`src/rtl/adder_bist_engine_if.sv`:
```
// Bus between the BIST engine and the 4-bit full adder under test.
// The engine (master) drives the operands; the adder (slave) returns {carry,sum}.
interface adder_bist_engine_if;
  logic [3:0] dut_a;
  logic [3:0] dut_b;
  logic       dut_cin;
  logic [3:0] dut_sum;
  logic       dut_carry;

  modport master (
    output dut_a,
    output dut_b,
    output dut_cin,
    input  dut_sum,
    input  dut_carry
  );

  modport slave (
    input  dut_a,
    input  dut_b,
    input  dut_cin,
    output dut_sum,
    output dut_carry
  );
endinterface

```
`src/rtl/adder_bist_engine.sv`:
```
// Exhaustive self-test engine for a 4-bit full adder: sweeps {cin,B,A}, checks each result, counts mismatches.
// Optional first-failure capture is enabled by defining ADDER_BIST_FAIL_LOG_EN.
module adder_bist_engine #(
  parameter int NUM_VECTORS = 512,
  parameter int ERR_W       = 10
) (
  input  logic                 clk,
  input  logic                 reset,
  input  logic                 start,
  output logic                 busy,
  output logic                 done,
  output logic                 pass,
  output logic [ERR_W-1:0]     err_count,
  output logic [8:0]           vec_idx,
  adder_bist_engine_if.master  adder
`ifdef ADDER_BIST_FAIL_LOG_EN
  ,
  output logic                 fail_valid,
  output logic [8:0]           fail_idx,
  output logic [4:0]           fail_obs
`endif
);

  typedef enum logic [1:0] {S_IDLE, S_DRIVE, S_CHECK, S_DONE} state_e;

  localparam logic [8:0] LAST_IDX = 9'(NUM_VECTORS - 1);

  state_e             state_q, state_d;
  logic [8:0]         vec_idx_q, vec_idx_d;
  logic [ERR_W-1:0]   err_count_q, err_count_d;
  logic [3:0]         a_q, a_d;
  logic [3:0]         b_q, b_d;
  logic               cin_q, cin_d;

  logic               load_first;
  logic               in_check;
  logic [4:0]         golden;
  logic [4:0]         observed;
  logic               mismatch;

  // State register
  always_ff @(posedge clk) begin
    if (reset) begin
      state_q <= S_IDLE;
    end else begin
      state_q <= state_d;
    end
  end

  // Next-state logic
  always_comb begin
    state_d = state_q;
    unique case (state_q)
      S_IDLE:  if (start) state_d = S_DRIVE;
      S_DRIVE: state_d = S_CHECK;
      S_CHECK: state_d = (vec_idx_q == LAST_IDX) ? S_DONE : S_DRIVE;
      S_DONE:  if (start) state_d = S_DRIVE;
      default: state_d = S_IDLE;
    endcase
  end

  // Status outputs
  always_comb begin
    busy = (state_q == S_DRIVE) || (state_q == S_CHECK);
    done = (state_q == S_DONE);
    pass = (state_q == S_DONE) && (err_count_q == '0);
  end

  // Golden result comes from the registered operands, so it always matches what the adder sees.
  always_comb begin
    load_first = start && ((state_q == S_IDLE) || (state_q == S_DONE));
    in_check   = (state_q == S_CHECK);
    golden     = 5'(a_q) + 5'(b_q) + 5'(cin_q);
    observed   = {adder.dut_carry, adder.dut_sum};
    mismatch   = in_check && (observed !== golden);

    vec_idx_d = vec_idx_q;
    if (load_first) begin
      vec_idx_d = '0;
    end else if (in_check && (vec_idx_q != LAST_IDX)) begin
      vec_idx_d = vec_idx_q + 9'd1;
    end

    a_d   = vec_idx_d[3:0];
    b_d   = vec_idx_d[7:4];
    cin_d = vec_idx_d[8];

    err_count_d = err_count_q;
    if (load_first) begin
      err_count_d = '0;
    end else if (mismatch && (err_count_q != {ERR_W{1'b1}})) begin
      err_count_d = err_count_q + 1'b1;
    end
  end

  always_ff @(posedge clk) begin
    if (reset) begin
      vec_idx_q   <= '0;
      err_count_q <= '0;
      a_q         <= '0;
      b_q         <= '0;
      cin_q       <= 1'b0;
    end else begin
      vec_idx_q   <= vec_idx_d;
      err_count_q <= err_count_d;
      a_q         <= a_d;
      b_q         <= b_d;
      cin_q       <= cin_d;
    end
  end

  assign vec_idx       = vec_idx_q;
  assign err_count     = err_count_q;
  assign adder.dut_a   = a_q;
  assign adder.dut_b   = b_q;
  assign adder.dut_cin = cin_q;

`ifdef ADDER_BIST_FAIL_LOG_EN
  logic       fail_valid_q, fail_valid_d;
  logic [8:0] fail_idx_q, fail_idx_d;
  logic [4:0] fail_obs_q, fail_obs_d;

  // Only the first mismatch of a run is kept; later ones leave the log untouched.
  always_comb begin
    fail_valid_d = fail_valid_q;
    fail_idx_d   = fail_idx_q;
    fail_obs_d   = fail_obs_q;
    if (load_first) begin
      fail_valid_d = 1'b0;
      fail_idx_d   = '0;
      fail_obs_d   = '0;
    end else if (mismatch && !fail_valid_q) begin
      fail_valid_d = 1'b1;
      fail_idx_d   = vec_idx_q;
      fail_obs_d   = observed;
    end
  end

  always_ff @(posedge clk) begin
    if (reset) begin
      fail_valid_q <= 1'b0;
      fail_idx_q   <= '0;
      fail_obs_q   <= '0;
    end else begin
      fail_valid_q <= fail_valid_d;
      fail_idx_q   <= fail_idx_d;
      fail_obs_q   <= fail_obs_d;
    end
  end

  assign fail_valid = fail_valid_q;
  assign fail_idx   = fail_idx_q;
  assign fail_obs   = fail_obs_q;
`endif

endmodule
```
`src/flat_wrapper.sv`:
```
// flat-port wrapper written by rule: the top's interface ports become plain ports
module adder_bist_engine_flat 
#(
  parameter int NUM_VECTORS = 512,
  parameter int ERR_W       = 10
)
  (clk, reset, start, busy, done, pass, err_count, vec_idx, adder_dut_a, adder_dut_b, adder_dut_cin, adder_dut_sum, adder_dut_carry);
  adder_bist_engine_if adder_i ();
  input  logic clk;
  input  logic reset;
  input  logic start;
  output logic busy;
  output logic done;
  output logic pass;
  output logic [ERR_W-1:0] err_count;
  output logic [8:0] vec_idx;
  output wire logic [$bits(adder_i.dut_a)-1:0] adder_dut_a;
  output wire logic [$bits(adder_i.dut_b)-1:0] adder_dut_b;
  output wire logic [$bits(adder_i.dut_cin)-1:0] adder_dut_cin;
  input wire logic [$bits(adder_i.dut_sum)-1:0] adder_dut_sum;
  input wire logic [$bits(adder_i.dut_carry)-1:0] adder_dut_carry;
  assign adder_dut_a = adder_i.dut_a;
  assign adder_dut_b = adder_i.dut_b;
  assign adder_dut_cin = adder_i.dut_cin;
  assign adder_i.dut_sum = adder_dut_sum;
  assign adder_i.dut_carry = adder_dut_carry;
  adder_bist_engine #(.NUM_VECTORS(NUM_VECTORS), .ERR_W(ERR_W)) u_core (.clk(clk), .reset(reset), .start(start), .busy(busy), .done(done), .pass(pass), .err_count(err_count), .vec_idx(vec_idx), .adder(adder_i));
endmodule
```
`config.mk`:
```
export PLATFORM = sky130hd
export DESIGN_NAME = adder_bist_engine_flat
export DESIGN_NICKNAME = d
export VERILOG_FILES = /design/src/rtl/adder_bist_engine_if.sv /design/src/rtl/adder_bist_engine.sv /design/src/flat_wrapper.sv
export SDC_FILE = /design/constraint.sdc
export NUM_CORES = 1
export LEC_CHECK = 0
export BUFFER_PORTS_ARGS = -buffer_cell sky130_fd_sc_hd__clkbuf_2
export CELL_PAD_IN_SITES_DETAIL_PLACEMENT = 0
export CELL_PAD_IN_SITES_GLOBAL_PLACEMENT = 2
export CORE_ASPECT_RATIO = 1.25
export CORE_MARGIN = 4
export CORE_UTILIZATION = 31
export CTS_CLUSTER_SIZE = 25
export DETAILED_ROUTE_END_ITERATION = 12
export PLACE_DENSITY_LB_ADDON = 0.05
export SYNTH_ARGS = -nofsm -noshare
export SYNTH_HDL_FRONTEND = slang
export SYNTH_SLANG_ARGS = --single-unit
```
`constraint.sdc`:
```
create_clock -name clk -period 3.67 [get_ports clk]
set_input_delay 0.1835 -clock clk [delete_from_list [all_inputs] [get_ports clk]]
set_output_delay 0.1835 -clock clk [all_outputs]
set_load 0.01 [all_outputs]
```
# After elaboration in Yosys (flattened, before gate mapping)
# Cells that the tools add are included.
[totals]
out_inout_bits = 31
wordCells = 34
input_bits = 8
register_bits = 30
[op_classes]
n_reduce_logical = 11
eq_ne = 8
n_mux = 5
addsub = 4
[ops]
columns = ["op", "count"]
rows = [
  ["$mux W9", 2],
  ["$add A10 B1 Y10 const B", 1],
  ["$logic_not A10 Y1", 1],
  ["$ne A10 B10 Y1 const B", 1],
  ["$add A9 B1 Y9 const B", 1],
  ["$eq A9 B9 Y1 const B", 1],
  ["$ne A9 B9 Y1 const B", 1],
  ["$pmux W2 S3", 1],
  ["$add A4 B4 Y5", 1],
  ["$add A5 B1 Y5", 1],
  ["$logic_and A1 B1 Y1", 5],
  ["$nex A5 B5 Y1", 1],
  ["$eq A2 B2 Y1 const B", 2],
  ["$mux W2", 2],
  ["$reduce_or A2 Y1", 2],
  ["$eq A2 B1 Y1 const B", 1],
  ["$logic_not A2 Y1", 1],
  ["$logic_or A1 B1 Y1", 2],
  ["$ne A2 B1 Y1 const B", 1],
]

# Logic depth before layout (Yosys ltp)
# Gate-level depths: netlist of the first run.
[depth]
word_depth = 5
mapped_depth = 11
depth_no_buf = 10

# Worst setup path after synthesis of the first run
# Ideal clock, no wire load.
[synth_path]
path_type = "flip-flop to flip-flop"
start = "register u_core.b_q[0], in the netlist u_core.adder.dut_b[0]"
end = "register u_core.err_count_q[7], in the netlist u_core.err_count[7]"
setup_slack_ps = 1147
required_ps = 3600
setup_time_ps = 70
arrival_time_ps = 2452
stages_incl_launch_ff = 11
path_buffers = 0
cell_sequence = "dfxtp_1 > inv_1 > fa_1 > inv_1 > fa_1 > xor2_1 > nor2_1 > nand4b_2 > o211ai_2 > or4_1 > a21oi_1"
[synth_via]
elab_chain_len = 5
[synth_rtl]
columns = ["element", "line_no", "text"]
rows = [
  ["from (decl)", "adder_bist_engine.sv:32", "logic [3:0] b_q, b_d;"],
  ["from (signal assigned)", "adder_bist_engine.sv:101", "b_q <= '0;"],
  ["from (signal assigned)", "adder_bist_engine.sv:107", "b_q <= b_d;"],
  ["$add A4 B4 Y5", "adder_bist_engine.sv:73", "golden = 5'(a_q) + 5'(b_q) + 5'(cin_q);"],
  ["$add A5 B1 Y5", "adder_bist_engine.sv:73", ""],
  ["$nex A5 B5 Y1", "adder_bist_engine.sv:75", "mismatch = in_check && (observed !== golden);"],
  ["$logic_and A1 B1 Y1", "adder_bist_engine.sv:75", ""],
  ["$logic_and A1 B1 Y1", "adder_bist_engine.sv:91", "end else if (mismatch && (err_count_q != {ERR_W{1'b1}})) begin"],
  ["to (signal assigned)", "adder_bist_engine.sv:105", "err_count_q <= err_count_d;"],
  ["to (decl)", "adder_bist_engine.sv:30", "logic [ERR_W-1:0] err_count_q, err_count_d;"],
]
# No other way between the ends.
# A chain may end at the register's enable or synchronous reset.

# Final worst setup path of the first run
# Ends and elaborated chain as after synthesis.

==> results of run 1 <==
## final timing paths
| path | startpoint | to | slack (ns) |
|---|---|---|---|
| worst max register to register | u_core.adder.dut_b[0] | u_core.err_count[7] | 0.82 |
| worst min-delay path | reset | u_core.state_q[1] | 0.12 |
| worst max-delay path | u_core.adder.dut_b[0] | u_core.err_count[7] | 0.82 |
| worst min register to register | u_core.err_count[7] | u_core.err_count[7] | 0.53 |
## Yosys cell counts, drive strengths merged, types with 3 or more instances
library cell / instances
nand2: 5
buf: 11
nand4: 4
ha: 10
nand3: 8
o21ai: 9
dfxtp: 21
xor2: 7
xnor2: 6
inv: 10
or3: 7
a21oi: 14
and4: 3
nor2: 17
## stage by stage
step | setup slack, ns | hold WS, ns | util (%) | power [mW] | std cells
floorplan | 1.15 | 0.255 | - | 0.417 | 156
global placement | 0.924 | 0.398 | 36.5 | 0.465 | 237
detailed placement | 0.829 | 0.409 | 36.5 | 0.469 | 237
CTS | 0.796 | 0.113 | 37.7 | 0.630 | 241
global route | 0.550 | 0.106 | 37.7 | 0.666 | 241
finish | 0.819 | 0.121 | 37.7 | 0.614 | 241
## metal layers
metal / vias up / share of wire (%) / wire length, um / GRT usage [%]
li1: 593 / - / - / -
met1: 544 / 42 / 1350 / 14.8
met2: 27 / 52 / 1670 / 23.8
met3: 2 / 5.0 / 158 / 2.49
met4: 0 / 0.63 / 20 / 4.27
met5: - / 0 / 0 / 0
## critical path, delay by kind of cell, from the launching register on
kind | cells | cell delay [ns]
adder cells (fa/ha/maj) | 2 | 0.85
AND/OR/NAND/NOR | 3 | 0.78
flip-flops | 1 | 0.42
AO/OA/AOI/OAI | 2 | 0.39
buffers and inverters | 2 | 0.19
XOR/XNOR | 1 | 0.16
## registers in the layout, indices dropped and copies added, names as in the netlist
name and count:
u_core.adder.dut_a 3, u_core.adder.dut_b 3, u_core.adder.dut_cin 1, u_core.err_count 10, u_core.state_q 2, u_core.vec_idx 2
## logic make-up after synthesis
family                   count (synthesis)  share of synthesized area (%)
buffers and inverters                   23                           9.44
multiplexers                             2                           1.51
flip-flops                              21                           31.7
AO/OA/AOI/OAI                           30                           13.2
AND/OR/NAND/NOR                         55                           22.5
adder cells (fa/ha/maj)                 12                           12.5
XOR/XNOR                                13                           9.16
## layout make-up
cell class              count  area share (%)
multi-input cells         112            50.5
flip-flops and latches     21            27.2
repair buffers             38            12.3
well taps                  56            4.54
clock buffers               3            2.67
inverters                  10            2.43
clock inverters             1           0.324
## power breakdown
part | internal [mW] | leakage, nW | switching (mW)
clock network | 0.0757 | 0.0255 | 0.0792
logic | 0.0754 | 0.499 | 0.123
registers | 0.244 | 0.170 | 0.0178
==> impl_metrics.ini, run 1 <==
[synth]
async_flop_share_pct = 0
synth_cells = 156
syn_nets = 176
syn_area_um2 = 1330
synth_flop_cell = dfxtp_1
yosysUniqueCellTypes = 33
synth_edf_count = 0
ys_ff_latch = 21
yosysTopAreaCell = dfxtp_1
yosysSeqAreaShare_pct = 31.7
ys_top_cells_by_area = dfxtp_1 32%, ha_1 9.4%, buf_4 5.7%
syn_area_per_cell_um2 = 8.49
yosysWarnings = 0
netlist.area_leader.share_pct = 31.7

[pwr]
ir_drop_v = 0.000184
p_leak_nw = 0.694
power.density_nw_per_um2 = 398

[final_layout]
multi_input_area_um2 = 779
layout_commonest_cell = clkbuf_2
drive_gt1_share_pct = 24.3
regArea_um2 = 420
final.fill_count = 447
fin_nets = 206
areaGrowthSynthToFinish_pct = 16.5
final_cell_area_um2 = 1540
diodes = 0
layout_common_cells = 38 x clkbuf_2, 21 x dfxtp_1, 17 x nor2_1

[routing]
viasPerCell = 4.84
first_pass_iters = 4
num_vias = 1166
route.detailed.drc = 0
drt-wirelength-per-cell_um = 13.2
first_iter_violations = 46
wl_um = 3190
ant_nets = 0

[worst_setup_path]
critPathRequiredTime_ns = 3.85
slowest_stage = or4_1
crit_path_max_fanout = 13
critPathMaxStageDelay_ns = 0.57
arrival_ns = 3.04
ff2ff_path_depth = 10
end_kind = flip-flop
startpoint_type = flip-flop
crit_chain = inv_1 -> fa_1 -> inv_1 -> fa_1 -> xor2_1 -> nor2_1 -> nand4b_2 -> o211ai_2 -> or4_1 -> a21oi_1
worstSetupPathType = reg2reg

[clocking]
clk_pin_slew_ns = 0.09
cts_tree = done
cts_buffers = 3
ctsRootBufferMaster = clkbuf_8
cts.sinks = 21
ctsResizeCount = 0
postCtsSetupRepairBufs = 0
cts_buffer_depth = 2
cts_hold_buf = 0
htree_num_levels = 1
clk_latency_ns = 0.26

[outcome]
outcome = completed

[hold_path]
hold_depth = 2
worstHoldPathType = in2reg

[global_route]
grt_pass1_vias = 1154
grt_pass1_wl_um = 5440
grt_max_degree = 19
grt-ovfl-total = 0
track_usage_pct = 13.0
antenna_found_initial = 0

[timing]
report.final.slew_viol_count = 0
finalHoldViolations = 0
fmaxAchievable_ghz = 0.351
tightest_slew_ns = 0.632
max-slew-margin-rel_pct = 57.8
setup_viol = 0
rsz0062_at_grt = false
fin_crit_ns = 2.85
period_share_pct = 77.7
finClkSkew_ns = 0.00973
setup-tns-final_ns = 0

[floorplan]
dieWidth_um = 66.5
io_pins = 39
die_h_um = 81.1
rows = 26
dieArea_um2 = 5390
start_util_pct = 32.3
core_um2 = 4100

[placed_design]
post_dp_cell_area_um2 = 1500
gp_congestion = 0.774
dp_hpwl_um = 2520
place.port_buffers = 38

[run]
drv_cap = 0
(Power assumes the default switching activity.)
==> run 2, diff against run 1 <==
- CORE_UTILIZATION: 31 -> 26
- clock period: 3.67 -> 2.5 ns (I/O delays scaled with it)
==> impl_metrics.ini, run 2 (synthesis results as in run 1) <==
[clocking]
ctsRootBufferMaster = clkbuf_8
cts_tree = done
htree_num_levels = 1
clk_pin_slew_ns = 0.08
cts.sinks = 21
cts_buffers = 3
cts_hold_buf = 0
clk_latency_ns = 0.26
cts_buffer_depth = 2

[routing]
drt-wirelength-per-cell_um = 14.3
wl_um = 3650
viasPerCell = 4.80
num_vias = 1228
route.detailed.drc = 0
first_pass_iters = 4
first_iter_violations = 29
ant_nets = 0

[final_layout]
layout_commonest_cell = clkbuf_2
drive_gt1_share_pct = 35.2
areaGrowthSynthToFinish_pct = 27.2
final_cell_area_um2 = 1690
diodes = 0
largest_reg_flops = 10
layout_common_cells = 38 x clkbuf_2, 19 x dfxtp_1, 16 x nor2_1
fin_nets = 217

[placed_design]
dp_hpwl_um = 2770
gp_congestion = 0.785
pre_cts_slack_ns = -0.0312
post_dp_cell_area_um2 = 1570
place.port_buffers = 38

[global_route]
grt-ovfl-total = 0
grt_pass1_wl_um = 5920
track_usage_pct = 12.1
grt_pass1_vias = 1270
grt_max_degree = 19
antenna_found_initial = 0

[timing]
fin_crit_ns = 2.45
tightest_slew_ns = 0.705
max-slew-margin-rel_pct = 53.0
fmaxAchievable_ghz = 0.407
setup_viol = 0
rsz0062_at_grt = true
worst_slack_ns = 0.0460
hold-worst-slack_ns = 0.0687
period_share_pct = 98.2
finClkSkew_ns = 0.00206
report.final.slew_viol_count = 0
finalHoldViolations = 0

[pwr]
p_clk_share_pct = 23.7
seq_power_share_pct = 39.1
p_comb_share_pct = 37.2
power.density_nw_per_um2 = 575
power.switching_mw = 0.347
p_leak_nw = 0.760
internal-power_mw = 0.621
p_sw_share_pct = 35.9
ir_drop_v = 0.000229

[floorplan]
dieWidth_um = 71.9
die_h_um = 87.8
rows = 28
io_pins = 39
core_um2 = 4830
dieArea_um2 = 6310
start_util_pct = 27.4

[worst_setup_path]
startpoint_type = flip-flop
critPathRequiredTime_ns = 2.63
arrival_ns = 2.59
crit_path_max_fanout = 6
end_kind = flip-flop
worstSetupPathType = reg2reg

[outcome]
outcome = completed

[run]
drv_cap = 0

[hold_path]
worstHoldPathType = in2reg
## run 2: power by group through the flow
stage	registers (mW)	clock network, mW	logic [mW]
after CTS	0.379	0.250	0.339
after detailed placement	0.386	0	0.332
after global routing	0.382	0.267	0.408
final	0.379	0.229	0.360
after global placement	0.384	0	0.329
after floorplan	0.391	0	0.220
## run 2: layout make-up
type                    count  area, um^2
fillers                   550        3150
multi-input cells         112         823
flip-flops and latches     21         423
repair buffers             49         280
well taps                  60        75.1
clock buffers               3        41.3
inverters                  10        37.5
clock inverters             1        5.00
## run 2: timing repair
item                       4_1_cts  5_1_grt
setup endpoints to repair        7        7
pin swaps                        4       14
buffers inserted                 0        1
resized for setup                7       10
cloned                           0        1
## run 2: metal layers
layer  track usage (%)  up-vias  share of wire (%)
met4              5.13        0                1.7
met5                 0        -                  0
met1              13.0      583                 41
met2              22.5       32                 53
li1                  -      609                  -
met3              2.64        4                4.5
## run 2: path summary, 6_finish.rpt
path	from	to	slack [ns]	cells past startpoint
worst max-delay path	u_core.adder.dut_cin	u_core.err_count[0]	0.05	11
worst min-delay path	reset	u_core.state_q[1]	0.07	2
worst max register to register	u_core.adder.dut_cin	u_core.err_count[0]	0.05	11
worst min register to register	u_core.state_q[0]	u_core.state_q[0]	0.55	2
## run 2: worst max-delay path, cell delays in order (launching register included)
cell and delay, ns:
dfxtp_2 0.34, inv_2 0.04, fa_2 0.38, inv_2 0.06, fa_2 0.45, xor2_2 0.19
nor2_2 0.13, nand4b_4 0.14, o211ai_4 0.27, buf_6 0.16, xnor2_1 0.12, nor2_1 0.05
## run 2: stage by stage
step / cells / utilization [%] / power, mW / setup TNS, ns
after floorplan: 156 / - / 0.612 / 0
after global placement: 250 / 32.5 / 0.712 / 0
after detailed placement: 250 / 32.5 / 0.718 / -0.137
after CTS: 254 / 33.7 / 0.969 / 0
after global routing: 256 / 34.9 / 1.06 / -0.385
final: 256 / 34.9 / 0.968 / 0
